$ cat src/rtl/arb_pkg.sv
// Shared defaults and index helpers for the round-robin arbitrating mux.
package arb_pkg;

  localparam int DEF_WIDTH = 32;
  localparam int DEF_N_IN  = 4;
  localparam int MAX_N_IN  = 16;

  // Round-robin pointer advance; wraps at n-1 so non-power-of-two counts never overrun.
  function automatic int unsigned next_ptr(input int unsigned ptr, input int unsigned n);
    return (ptr == n - 1) ? 32'd0 : ptr + 32'd1;
  endfunction

  function automatic int unsigned onehot_to_idx(input logic [MAX_N_IN-1:0] oh);
    int unsigned idx;
    idx = 0;
    for (int i = 0; i < MAX_N_IN; i++) begin
      if (oh[i]) idx = idx | unsigned'(i);
    end
    return idx;
  endfunction

  function automatic logic [MAX_N_IN-1:0] lowest_onehot(input logic [MAX_N_IN-1:0] v);
    return v & (~v + 1'b1);
  endfunction

endpackage

$ cat src/rtl/rr_grant.sv
// Combinational grant: round-robin from ptr, or fixed priority with input 0 highest.
module rr_grant
  import arb_pkg::*;
#(
  parameter int N_IN  = DEF_N_IN,
  parameter int SEL_W = $clog2(N_IN)
) (
  input  logic [N_IN-1:0]  in_valid,
  input  logic [SEL_W-1:0] ptr,
  input  logic             fixed_prio,
  output logic [N_IN-1:0]  grant,
  output logic [SEL_W-1:0] grant_idx
);

  logic [N_IN-1:0] upper_valid;
  logic [N_IN-1:0] upper_grant;
  logic [N_IN-1:0] lower_grant;

  // Fixed mode behaves as round-robin with the search starting at 0.
  always_comb begin
    upper_valid = '0;
    for (int i = 0; i < N_IN; i++) begin
      upper_valid[i] = in_valid[i] && (fixed_prio || (i >= int'(ptr)));
    end
  end

  always_comb begin
    upper_grant = N_IN'(lowest_onehot(MAX_N_IN'(upper_valid)));
    lower_grant = N_IN'(lowest_onehot(MAX_N_IN'(in_valid)));
    grant       = (|upper_valid) ? upper_grant : lower_grant;
    grant_idx   = SEL_W'(onehot_to_idx(MAX_N_IN'(grant)));
  end

endmodule

$ cat src/rtl/rr_arb_mux.sv
// N-input valid/ready mux with round-robin or fixed-priority arbitration and a registered output.
module rr_arb_mux
  import arb_pkg::*;
#(
  parameter int WIDTH = DEF_WIDTH,
  parameter int N_IN  = DEF_N_IN,
  parameter int SEL_W = $clog2(N_IN)
) (
  input  logic                  clk,
  input  logic                  rst_n,
  input  logic [N_IN*WIDTH-1:0] in_data,
  input  logic [N_IN-1:0]       in_valid,
  output logic [N_IN-1:0]       in_ready,
  input  logic                  fixed_prio,
  output logic [WIDTH-1:0]      out_data,
  output logic [SEL_W-1:0]      out_src,
  output logic                  out_valid,
  input  logic                  out_ready
);

  logic [N_IN-1:0]  grant;
  logic [SEL_W-1:0] grant_idx;
  logic             can_load;
  logic             xfer;
  logic [WIDTH-1:0] sel_data;

  logic [WIDTH-1:0] out_data_q, out_data_d;
  logic [SEL_W-1:0] out_src_q, out_src_d;
  logic             out_valid_q, out_valid_d;
  logic [SEL_W-1:0] ptr_q, ptr_d;

  rr_grant #(
    .N_IN  (N_IN),
    .SEL_W (SEL_W)
  ) u_grant (
    .in_valid   (in_valid),
    .ptr        (ptr_q),
    .fixed_prio (fixed_prio),
    .grant      (grant),
    .grant_idx  (grant_idx)
  );

  // Grant only ever selects valid inputs, so masking by can_load completes the handshake.
  always_comb begin
    can_load = !out_valid_q || out_ready;
    in_ready = rst_n ? (grant & {N_IN{can_load}}) : '0;
    xfer     = |in_ready;
  end

  always_comb begin
    sel_data = '0;
    for (int i = 0; i < N_IN; i++) begin
      sel_data = sel_data | (in_data[i*WIDTH +: WIDTH] & {WIDTH{grant[i]}});
    end
  end

  always_comb begin
    out_data_d  = out_data_q;
    out_src_d   = out_src_q;
    out_valid_d = out_valid_q;
    ptr_d       = ptr_q;
    if (xfer) begin
      out_data_d  = sel_data;
      out_src_d   = grant_idx;
      out_valid_d = 1'b1;
      if (!fixed_prio) ptr_d = SEL_W'(next_ptr(int'(grant_idx), N_IN));
    end else if (out_valid_q && out_ready) begin
      out_valid_d = 1'b0;
    end
  end

  always_ff @(posedge clk) begin
    if (!rst_n) begin
      out_data_q  <= '0;
      out_src_q   <= '0;
      out_valid_q <= 1'b0;
      ptr_q       <= '0;
    end else begin
      out_data_q  <= out_data_d;
      out_src_q   <= out_src_d;
      out_valid_q <= out_valid_d;
      ptr_q       <= ptr_d;
    end
  end

  assign out_data  = out_data_q;
  assign out_src   = out_src_q;
  assign out_valid = out_valid_q;

endmodule

$ cat config.mk
export PLATFORM = sky130hd
export DESIGN_NAME = rr_arb_mux
export DESIGN_NICKNAME = d
export VERILOG_FILES = /design/src/rtl/arb_pkg.sv /design/src/rtl/rr_grant.sv /design/src/rtl/rr_arb_mux.sv
export SDC_FILE = /design/constraint.sdc
export NUM_CORES = 1
export LEC_CHECK = 0
export ABC_AREA = 1
export CORE_ASPECT_RATIO = 0.75
export CORE_UTILIZATION = 38
export CTS_BUF_LIST = sky130_fd_sc_hd__clkbuf_16
export CTS_CLUSTER_SIZE = 10
export DETAILED_ROUTE_END_ITERATION = 12
export GPL_ROUTABILITY_DRIVEN = 0
export GPL_TIMING_DRIVEN = 1
export PLACE_DENSITY = 0.85
export SYNTH_ARGS = -nofsm -noshare
export SYNTH_HDL_FRONTEND = slang
export SYNTH_SLANG_ARGS = --single-unit
export TNS_END_PERCENT = 100
$ cat constraint.sdc
create_clock -name clk -period 5.3 [get_ports clk]
set_clock_uncertainty 0.15 [all_clocks]
set_input_delay 0.53 -clock clk [delete_from_list [all_inputs] [get_ports clk]]
set_output_delay 0.53 -clock clk [all_outputs]
set_load 0.02 [all_outputs]
==> key figures, run 1 <==
Outcome
  – Status: complete, no violations

STA
  – Worst slew pin tran: approximately 0.8 ns
  – Fin. max-slew vios: 0
  – Min Tclk post-route: around 3.5 ns
  – Period Utilization, post-route: about two thirds
  – RSZ-0062 raised after global routing: false
  – Relative slew slack: ~45%
  – Setup violators final: 0
  – Fmax: 0.283 GHz
  – Setup TNS: 0 ns
  – Final Hold Fails: 0

Routing
  – Detailed Route Iter0 Violations: 125
  – Vias/cell: approximately 5.0
  – Via count: roughly 3300
  – Antenna-violating nets left: 0
  – DRC Markers: 0
  – Drt first pass iters: 4
  – Total Routed Length: about 9300 um
  – Avg WL per Cell: between 10 and 15 um

Global route
  – Met2 usage: a little under half
  – Vias in the first global route: between 3000 and 4000
  – Pin count of the biggest net entering global routing: 48
  – Global-route wire length before repair: ~14000 um
  – Busiest grt layer: met2
  – M1 GR Usage: between 30% and 40%
  – Overflow after GRT: 0
  – GR Layer Usage met3: under 10%
  – Initial antenna violation count: 0
  – Total track usage: between 20% and 30%

Clocking
  – CTS Hold Bufs: 0
  – CTS tree: yes
  – CTS resizes: 0
  – Clock sinks: 37
  – Cts bufs inserted: 5
  – Htree depth: 2
  – Worst skew pair latency: ~0.28 ns
  – Reg clk slew, reported paths: approximately 0.050 ns
  – Clock Path Buffers: 2
  – Post-CTS Setup Inserts: 0
  – Root Driver: clkbuf_16

Synthesis
  – Post-synth top area cell: dfxtp_1
  – Most common cell in the synthesized netlist: nor2_1
  – FFs w/ async S/R, synth: 0%
  – Distinct cell type count after synthesis: 20
  – Largest family of logic cells by synthesized area: simple AND/OR/NAND/NOR gates
  – Main synth FF type: dfxtp_1
  – Post-synth EDFFs: 0
  – Post-Syn Instances: ~430
  – Post-Synth Adder-Cell Area: 0%
  – Synth Area in Simple Gates: 52.2%
  – Area of the mapped netlist: between 2000 and 2500 um^2
  – Post-synth top area share: around 30%
  – Main area contributors after synthesis: dfxtp_1, nor2_1, nand2_1
  – Most frequent cells after synthesis: nor2_1, nand2_1, nand3_1
  – Average size of a mapped cell: 5.77 um^2
  – Synth Register Bits: 37
  – Post-Syn Nets: between 500 and 600
  – Compound-Gate Fraction of Synth Area: 6.26%
  – Post-synthesis mux area share: 0%
  – Ys Warns: 0
  – Seq/Total Area, Yosys: between 30% and 40%
  – Synth Area in XOR/XNOR: 0%

Floorplanning
  – Die X: roughly 95 um
  – Core footprint: 6040 um^2
  – Die Footprint: 6800 um^2
  – Die Ht: between 70 and 80 um
  – Row count: 24
  – Starting Density: 40.7%
  – Top-level I/O count: roughly 180

Setup path
  – WP data required: about 4.6 ns
  – Crit start category: input port
  – Setup crit end kind: output pin
  – Arrival @ worst endpoint: 2.86 ns
  – Largest fanout on the critical path: 33
  – Critical setup path kind: input port to output pin

Power
  – Pwr Density: around 260 nW/um^2
  – Pwr Total: approximately 1.1 mW
  – Leak: around 1.9 nW
  – Max VDD drop: ~0.16 mV

Worst hold path
  – Min-delay worst type: flop to flop

Cells and area
  – Share of layout cells above drive strength 1: around 4.8%
  – Fin area: ~4300 um^2
  – Area growth, synth to finish: 76.7%
  – Non-Filler Instances: approximately 670
  – Ant. Diodes: 0
  – NumNets Final: 722

Placed design
  – DP Area: between 4000 and 5000 um^2
  – # port buffers: ~170
  – Placed cells: between 600 and 700
  – Dpl hpwl: roughly 7000 um

Run
  – Number of max-cap violations: 0
-- sequential cells by signal (all words and copies together), names as in the netlist --
signal,cells
out_data,32
out_src,2
ptr_q,2
out_valid,1
-- critical path: stages --
cell and delay [ns]:
clkdlybuf4s50_1 0.47, inv_2 0.07, nand2_1 0.09, nand3_2 0.11, nand2_1 0.12, nor2_2 0.06
nand2_2 0.49, nand3_2 0.20, inv_1 0.11, clkdlybuf4s50_1 0.61
-- layout by cell type, fill, tap and decap left out --
| master | n |
|---|---|
| nand2_2 | 7 |
| nand3_2 | 3 |
| nand3_1 | 39 |
| bufinv_16 | 1 |
| dfxtp_1 | 37 |
| clkbuf_16 | 5 |
| a21oi_1 | 2 |
| o21ai_1 | 18 |
| nor2_4 | 1 |
| buf_4 | 3 |
| clkdlybuf4s50_1 | 174 |
| clkinv_1 | 2 |
| nand4_1 | 26 |
| nand2_1 | 106 |
| o21ai_0 | 9 |
| inv_2 | 4 |
| inv_1 | 33 |
| nor2_2 | 3 |
| nor2_1 | 113 |
| o21ai_2 | 1 |
-- logic make-up after synthesis --
group                  after synthesis
AND/OR/NAND/NOR                    298
buffers and inverters               61
flip-flops                          37
AO/OA/AOI/OAI                       30
-- worst paths after layout --
kind                                  from     endpoint  slack (ns)  cells after the start
worst max register to register    ptr_q[1]     ptr_q[0]        2.78                     11
worst min-delay path            out_src[1]   out_src[1]        0.32                      2
worst min register to register  out_src[1]   out_src[1]        0.32                      2
worst max-delay path            fixed_prio  in_ready[0]        1.76                     10
-- where the power goes --
part | internal (mW) | leakage, nW | switching (mW)
Sequential | 0.320 | 0.307 | 0.0230
Combinational | 0.216 | 1.52 | 0.222
Clock | 0.218 | 0.0826 | 0.110
-- metrics by stage --
step                      util (%)  setup slack (ns)  hold WS, ns
after detailed placement      69.2              1.77        0.317
after global placement        69.2              1.87        0.302
after global routing          71.9              1.62        0.357
after CTS                     71.9              1.77        0.330
final                         71.9              1.76        0.324
after floorplan                  -              3.18        0.324
-- metal layers --
metal / vias up / share of wire [%]
li1: 1666 / -
met1: 1484 / 42
met2: 159 / 49
met3: 12 / 8.2
met4: 0 / 1.2
met5: - / 0
-- cell type report --
class / instances / area, um^2
timing repair buffer: 177 / 1760
fill: 509 / 1690
multi-input combinational: 328 / 1440
sequential: 37 / 741
inverter: 37 / 139
clock buffer: 5 / 125
tap: 78 / 97.6
clock inverter: 3 / 37.5
Power figures use the tool's default switching activity.
==> run 2, diff against run 1 <==
--- a/config.mk
+++ b/config.mk
@@ -7,13 +7,13 @@
 export LEC_CHECK = 0
 export ABC_AREA = 1
 export CORE_ASPECT_RATIO = 0.75
-export CORE_UTILIZATION = 38
+export CORE_UTILIZATION = 35
 export CTS_BUF_LIST = sky130_fd_sc_hd__clkbuf_16
 export CTS_CLUSTER_SIZE = 10
 export DETAILED_ROUTE_END_ITERATION = 12
 export GPL_ROUTABILITY_DRIVEN = 0
 export GPL_TIMING_DRIVEN = 1
-export PLACE_DENSITY = 0.85
+export PLACE_DENSITY = 0.79
 export SYNTH_ARGS = -nofsm -noshare
 export SYNTH_HDL_FRONTEND = slang
 export SYNTH_SLANG_ARGS = --single-unit
==> constraint.sdc (replaced) <==
create_clock -name clk -period 3.4 [get_ports clk]
set_clock_uncertainty 0.15 [all_clocks]
set_input_delay 0.34 -clock clk [delete_from_list [all_inputs] [get_ports clk]]
set_output_delay 0.34 -clock clk [all_outputs]
set_load 0.02 [all_outputs]
==> run 2 against run 1 <==
First-iteration DRC count shrank 29%. Sequential power grew 55%. Critical endpoint is now in_ready[2]. Die area grew 8.4%. Sequential share of layout area shrank 0.059 points. Non-clock buffer count grew 5. Register-to-register slack lost 1.4 ns. Largest cell class unchanged.
==> key figures, run 2 (synthesis gave the netlist of run 1 again) <==
Routing
  – Vias/cell: 4.84 (was 4.99)
  – Metal3 WL: 723 um (was 760 um)
  – Avg WL per Cell: 13.4 um (was 14.0 um)
  – Detailed Route Iter0 Violations: 89 (was 125)
  – Antenna-violating nets left: 0 (unchanged)
  – DRC Markers: 0 (unchanged)
  – Met1 wire length: 3850 um (was 3880 um)
  – Via count: 3268 (was 3321)
  – WL met2: 4320 um (was 4530 um)
  – Total Routed Length: 9050 um (was 9280 um)
  – Top Layer Used: met4 (unchanged)
  – Drt first pass iters: 4 (unchanged)

Power
  – Pwr Density: 377 nW/um^2 (was 255 nW/um^2)
  – Pwr Total: 1.64 mW (was 1.11 mW)
  – Leak: 1.92 nW (was 1.91 nW)
  – Max VDD drop: 0.253 mV (was 0.164 mV)

Worst hold path
  – Min-delay worst type: flop to flop (unchanged)

Setup path
  – Max stage delay on crit path: 0.62 ns (was 0.61 ns)
  – Most common cell on crit path: clkdlybuf4s50_1
  – CP max-delay cell: clkdlybuf4s50_1 (unchanged)
  – Largest fanout on the critical path: 9 (was 33)
  – Worst path cell trace: clkdlybuf4s50_1 -> inv_1 -> nand3_1 -> o21ai_0 -> nand2_2 -> nor2_4 -> clkdlybuf4s50_1 (was clkdlybuf4s50_1 -> inv_2 -> nand2_1 -> nand3_2 -> nand2_1 -> nor2_2 -> nand2_2 -> nand3_2 -> inv_1 -> clkdlybuf4s50_1)
  – Critical setup path kind: input port to output pin (unchanged)
  – WP data required: 2.91 ns (was 4.62 ns)
  – Setup crit end kind: output pin (unchanged)
  – Flop2flop setup slack: 1.35 ns (was 2.78 ns)
  – Crit start category: input port (unchanged)
  – Arrival @ worst endpoint: 2.20 ns (was 2.86 ns)

Clocking
  – CTS resizes: 0 (unchanged)
  – Post-CTS Setup Inserts: 0 (unchanged)
  – Htree depth: 2 (unchanged)
  – CTS tree: yes (unchanged)
  – Clock Path Buffers: 2 (unchanged)
  – Worst skew pair latency: 0.27 ns (was 0.28 ns)
  – Root Driver: clkbuf_16 (unchanged)
  – Cts bufs inserted: 5 (unchanged)
  – CTS Hold Bufs: 0 (unchanged)
  – Clock sinks: 37 (unchanged)
  – Reg clk slew, reported paths: 0.05 ns (about the same)

Cells and area
  – Fin area: 4360 um^2 (was 4340 um^2)
  – Share of layout cells above drive strength 1: 5.41% (was 4.77%)
  – Max FFs per register: 32 (unchanged)
  – Area growth, synth to finish: 77.3% (was 76.7%)
  – Ant. Diodes: 0 (unchanged)
  – Number of fill cells in the layout: 633 (was 509)
  – Most common cell after layout, fill and taps aside: clkdlybuf4s50_1 (unchanged)
  – Most frequent cells in the layout: clkdlybuf4s50_1, nor2_1, nand2_1 (unchanged)
  – NumNets Final: 727 (was 722)

Global route
  – Overflow after GRT: 0 (unchanged)
  – Total track usage: 23.8% (was 27.4%)
  – Pin count of the biggest net entering global routing: 37 (was 48)
  – Vias in the first global route: 3002 (was 3088)
  – Global-route wire length before repair: 13700 um (was 14400 um)
  – Initial antenna violation count: 0 (unchanged)

STA
  – Worst hold slack: 0.329 ns (was 0.324 ns)
  – Worst slew pin tran: 0.450 ns (was 0.819 ns)
  – Min Tclk post-route: between 2 and 3 ns
  – Fin. max-slew vios: 0 (unchanged)
  – Relative slew slack: 70.0% (was 45.1%)
  – RSZ-0062 raised after global routing: false (unchanged)
  – Period Utilization, post-route: 79.2%
  – Setup violators final: 0 (unchanged)
  – Setup TNS: 0 ns (unchanged)
  – Final Hold Fails: 0 (unchanged)
  – Fmax: 0.371 GHz
  – Final worst slack: 0.708 ns (was 1.76 ns)

Floorplanning
  – Die Ht: 74.6 um (was 71.6 um)
  – Top-level I/O count: 175 (unchanged)
  – Core footprint: 6800 um^2 (was 6040 um^2)
  – Die X: 98.8 um (was 94.9 um)
  – Starting Density: 36.1% (was 40.7%)
  – Row count: 26 (was 24)
  – Die Footprint: 7360 um^2 (was 6800 um^2)

Run
  – Number of max-cap violations: 0 (unchanged)

Placed design
  – Place WS: 0.695 ns (was 1.77 ns)
  – Dpl hpwl: 6760 um (was 6890 um)
  – DP Area: 4220 um^2 (was 4180 um^2)
  – # port buffers: 174 (unchanged)

Outcome
  – Status: complete, no violations (unchanged)
==> run 2: changes by cell type in the layout (fill, tap and decap cells not counted), sizes merged <==
cell | before | now
buf | 3 | 8
bufinv | 1 | 0
==> run 2: stage by stage <==
| stage | util [%] | std cells |
|---|---|---|
| after global placement | 62.1 | 668 |
| after floorplan | - | 426 |
| after detailed placement | 62.1 | 668 |
| after CTS | 64.1 | 675 |
| final | 64.1 | 675 |
| after global routing | 64.1 | 675 |
==> run 2: final cells by class <==
type                       instances  area, um^2  area share, %
inverter                          37         139           3.19
tap                               84         105           2.41
clock inverter                     2        7.51          0.172
multi-input combinational        328        1440           33.0
clock buffer                       5         125           2.87
sequential                        37         741           17.0
timing repair buffer             182        1800           41.4
==> run 2: where the power goes <==
part | internal [mW] | switching, mW
combinational | 0.342 | 0.345
sequential | 0.498 | 0.0344
clock | 0.262 | 0.161
==> run 2: worst max-delay path, delay by kind of cell <==
kind / cells / cell delay, ns
simple gates: 3 / 0.41
buf+inv: 3 / 1.22
compound gates: 1 / 0.23
==> run 2: layer usage <==
layer / global-route usage (%) / vias to the layer above
met4: 10.3 / 0
met5: 0 / -
li1: - / 1676
met2: 42.0 / 131
met1: 27.5 / 1449
met3: 6.67 / 12
==> run 2: final timing paths <==
path	startpoint	cells after the start	end
setup / recovery	in_valid[0]	7	in_ready[2]
hold reg to reg	out_data[22]	2	out_data[22]
hold / removal	out_data[22]	2	out_data[22]
setup reg to reg	ptr_q[1]	10	out_data[17]
==> edit 1: new RTL, config.mk and constraints of run 1 <==
`out_data_q` no longer has a reset.
--- a/src/rtl/rr_arb_mux.sv
+++ b/src/rtl/rr_arb_mux.sv
@@ -71,16 +71,18 @@
 
   always_ff @(posedge clk) begin
     if (!rst_n) begin
-      out_data_q  <= '0;
       out_src_q   <= '0;
       out_valid_q <= 1'b0;
       ptr_q       <= '0;
     end else begin
-      out_data_q  <= out_data_d;
       out_src_q   <= out_src_d;
       out_valid_q <= out_valid_d;
       ptr_q       <= ptr_d;
     end
+  end
+
+  always_ff @(posedge clk) begin
+    out_data_q <= out_data_d;
   end
 
   assign out_data  = out_data_q;
Behaviour: differs if rst_n is asserted again (counterexample within 4 cycles, from zero or initial values and one cycle with rst_n low); with rst_n held inactive, the same outputs for 10 cycles.
==> edit 1 against run 1 <==
Clock power shrank 2%. Final area shrank 6.7%. Synthesized area shrank 14%. Total power shrank 5.7%. Cell count shrank 24%. Wire length shrank 19%. Critical path depth shrank 1. Synthesized cell count shrank 38%. Sequential cell count is the same. Utilization grew 3.8 points. Setup slack lost 140 ps. Critical endpoint unchanged.
==> edit 1: results (changes against run 1) <==
Logic synthesis:
- The fraction of the yosys area taken by sequential cells came to 50.18% (was 30.14%).
- The number of flops mapped to enable cells by yosys is 32 (was 0).
- The average footprint of a synthesized cell is 8.071 um^2 (was 5.768 um^2).
- The net count after synthesis was 398 (was 562).
- Top area cells in the synthesized netlist: sky130_fd_sc_hd__edfxtp_1 (45%), sky130_fd_sc_hd__nand2_1 (24%), sky130_fd_sc_hd__nand4_1 (9.8%) (was sky130_fd_sc_hd__dfxtp_1 (30%), sky130_fd_sc_hd__nor2_1 (17%), sky130_fd_sc_hd__nand2_1 (16%)).
- The dominant synthesized flop cell is sky130_fd_sc_hd__edfxtp_1 (was sky130_fd_sc_hd__dfxtp_1).
- The unique cell type count in the Yosys netlist is 20 (unchanged).

Timing:
- The timing-limited maximum frequency is 271.9 MHz (was 282.7 MHz).
- The actual slew at the worst max-slew pin is 1109 ps (was 818.7 ps).

Placed design:
- The pre-CTS setup slack is 1615 ps (was 1775 ps).
- The number of placed instances, taps included is 499 (was 657).
- The sum of net half-perimeters after detailed placement came to 5618 um (was 6892 um).
- The instance area at placement came to 0.003890 mm^2 (was 0.004179 mm^2).

Routing:
- The number of violations reported at the end of detailed-routing iteration 0 is 114 (was 125).
- The overall via count from detail_route is 2489 (was 3321).
- The met2 wirelength from detailed routing was 3710 um (was 4531 um).
- The post-route met1 wirelength is 2933 um (was 3876 um).
- The met3 wire length is 735 um (was 760 um).

Outcome:
- Run status: finished clean (unchanged).

Worst setup path:
- The slowest cell on the critical path is sky130_fd_sc_hd__o21ai_4 (was sky130_fd_sc_hd__clkdlybuf4s50_1).
- The biggest cell delay along the critical path is 730 ps (was 610 ps).
- The endpoint of the worst register-to-register path was out_data[7]$_DFFE_PP_ (was ptr_q[0]$_SDFFE_PN0P_).
- The worst reg2reg path depth came to 6 (was 11).
- The worst path arrival time is 3000 ps (was 2860 ps).
- The register-to-register setup slack is 2720 ps (was 2780 ps).

Hold path:
- The hold path startpoint is ptr_q[0]$_SDFFE_PN0P_ (was out_src[1]$_SDFFE_PN0P_).
- The worst hold path stage count came to 2 (unchanged).

Global route:
- The global-route wire length before repair came to 10620 um (was 14440 um).
- The met2 track demand over resource came to 44.96% (was 47.72%).
- The combined global-route utilization of all metal layers came to 24.48% (was 27.37%).
- The via count of the first global-routing pass is 2241 (was 3088).
- The largest net degree at the start of global routing is 41 (was 48).
- The met3 usage in global routing is 7.435% (was 5.839%).

Final layout:
- The total of fill cells in the finished design is 372 (was 509).
- The fraction of layout instances using a drive strength above 1 was 5.787% (was 4.770%).
- The relative area change from synthesis to final layout is 91.66% (was 76.68%).
- The number of nets in the final layout is 567 (was 722).

Power and ir drop:
- The power in the clock group is 0.320 mW (was 0.328 mW).
- The power drawn by the sequential cells is 0.383 mW (was 0.343 mW).
- The share of total power consumed by net switching is 26.49% (was 32.02%).
- The largest vdd supply drop is 0.1608 mV (was 0.1635 mV).

Clock network:
- The number of buffers created by CTS is 5 (unchanged).
edit 1: changes by cell type in the layout (fill, tap and decap cells not counted), sizes merged, moves of 3 or more:
cell / before / now
nor2: 117 / 10
nand3: 42 / 9
dfxtp: 37 / 5
edfxtp: 0 / 32
nand2: 113 / 140
o21ai: 28 / 3
inv: 37 / 13
nand4: 26 / 33
buf: 3 / 0
edit 1: area by class of cell:
class                           count  area share (%)
Sequential cell                    37           26.18
Clock buffer                        5           3.087
Inverter                           12           1.111
Multi-Input combinational cell    201           23.40
Timing Repair Buffer              174           42.98
Clock inverter                      3          0.9262
Tap cell                           75           2.316
edit 1: metrics by stage:
stage	power, mW	hold slack [ps]
3_3_place_gp	0.7236	317.9
3_5_place_dp	0.7314	325.4
2_1_floorplan	0.5299	302.2
4_1_cts	1.053	344.7
5_1_grt	1.086	367.0
6_report	1.046	351.7
edit 1: logic make-up after synthesis:
| logic type | Yosys count |
|---|---|
| simple gates | 195 |
| flops | 37 |
| buf+inv | 24 |
| compound gates | 6 |
==> edit 2: new RTL, settings of run 1 <==
Without the edit above. Change the package constant `DEF_N_IN` from 4 to 8.
--- a/src/rtl/arb_pkg.sv
+++ b/src/rtl/arb_pkg.sv
@@ -2,7 +2,7 @@
 package arb_pkg;
 
   localparam int DEF_WIDTH = 32;
-  localparam int DEF_N_IN  = 4;
+  localparam int DEF_N_IN  = 8;
   localparam int MAX_N_IN  = 16;
 
   // Round-robin pointer advance; wraps at n-1 so non-power-of-two counts never overrun.
Interface: changed (resized in_data, in_ready, in_valid and out_src); port bits go from 175 to 312. No check against the original RTL was run, so the function may have changed too.
==> edit 2 against run 1 <==
Critical path depth up 1. Clock power up 4%. Synthesized cell count up 67%. Setup slack worse by 470 ps. Synthesized area up 59%. Count of clock-buffer cells in the layout unchanged. Sequential cell count up 2. Wire length up 99%. Worst hold slack better by 6.3 ps. Final area up 66%. Total power up 19%. Highest routed layer unchanged. Largest power group unchanged.
==> edit 2: results (changes against run 1) <==
Global route:
- The combined global-route utilization of all metal layers came to 33.51% (was 27.37%).
- The via count of the first global-routing pass is 5500 (was 3088).
- The largest net degree at the start of global routing came to 49 (was 48).
- The fraction of met1 tracks used by global routing is 41.34% (was 34.27%).
- The global-route wire length before repair came to 28170 um (was 14440 um).
- The met3 usage in global routing was 6.282% (was 5.839%).

Routing:
- The post-route met1 wirelength is 7518 um (was 3876 um).
- The overall via count from detail_route is 5883 (was 3321).
- The met3 wire length is 1733 um (was 760 um).

Power and ir drop:
- The largest vdd supply drop came to 0.1477 mV (was 0.1635 mV).
- The reported leakage power is 3.267 nW (was 1.910 nW).

Logic synthesis:
- The number of register bits inferred by synthesis is 39 (was 37).
- The unique cell type count in the Yosys netlist is 24 (was 20).
- The fraction of the yosys area taken by sequential cells is 20.01% (was 30.14%).
- The average footprint of a synthesized cell is 5.489 um^2 (was 5.768 um^2).
- List of most frequent post-synthesis cells: sky130_fd_sc_hd__nand2_1 (226), sky130_fd_sc_hd__nand3_1 (142), sky130_fd_sc_hd__nor2_1 (88), sky130_fd_sc_hd__a21oi_1 (53), sky130_fd_sc_hd__dfxtp_1 (39) (was sky130_fd_sc_hd__nor2_1 (113), sky130_fd_sc_hd__nand2_1 (106), sky130_fd_sc_hd__nand3_1 (39), sky130_fd_sc_hd__dfxtp_1 (37), sky130_fd_sc_hd__inv_1 (32)).

Worst setup path:
- The register-to-register setup slack was 1850 ps (was 2780 ps).

Final layout:
- The storage element area is 780.7 um^2 (was 740.7 um^2).
- The total number of multi-input combinational cells is 600 (was 328).
- The total of fill cells in the finished design is 883 (was 509).
- The fraction of layout instances using a drive strength above 1 came to 4.422% (was 4.770%).
- The clock tree cell share of total cell area came to 2.349% (was 3.746%).
- The buffer share of cell area was 44.02% (was 40.63%).

Placed design:
- The quantity of I/O buffers inserted on ports is 311 (was 174).
- The instance area at placement came to 0.007023 mm^2 (was 0.004179 mm^2).
- The sum of net half-perimeters after detailed placement is 13940 um (was 6892 um).

Hold path:
- The hold path startpoint is out_data[24]$_SDFFE_PN0P_ (was out_src[1]$_SDFFE_PN0P_).

Timing:
- The worst path setup slack after routing was 1289 ps (was 1763 ps).
- The final worst hold slack was 330.3 ps (was 324.1 ps).

Floorplanning:
- The area of the core is 0.009813 mm^2 (was 0.006036 mm^2).

Outcome:
- Run status: finished clean (unchanged).
[edit 2: cell types whose count changed after synthesis, moves of 3 or more]
cell                       before  now
sky130_fd_sc_hd__nand2_1      106  226
sky130_fd_sc_hd__nand3_1       39  142
sky130_fd_sc_hd__a21oi_1        2   53
sky130_fd_sc_hd__nand3b_1       0   32
sky130_fd_sc_hd__nor2_1       113   88
sky130_fd_sc_hd__nand4_1       26    4
sky130_fd_sc_hd__clkbuf_1       8   24
sky130_fd_sc_hd__inv_1         32   24
sky130_fd_sc_hd__nand2_2        7   10
sky130_fd_sc_hd__nand3_2        3    6
[edit 2: power breakdown]
part | switching, mW | leakage [nW] | total (mW) | internal [mW]
Combinational | 0.292 | 2.86 | 0.622 | 0.330
Sequential | 0.0237 | 0.323 | 0.361 | 0.338
Clock | 0.118 | 0.0838 | 0.340 | 0.222
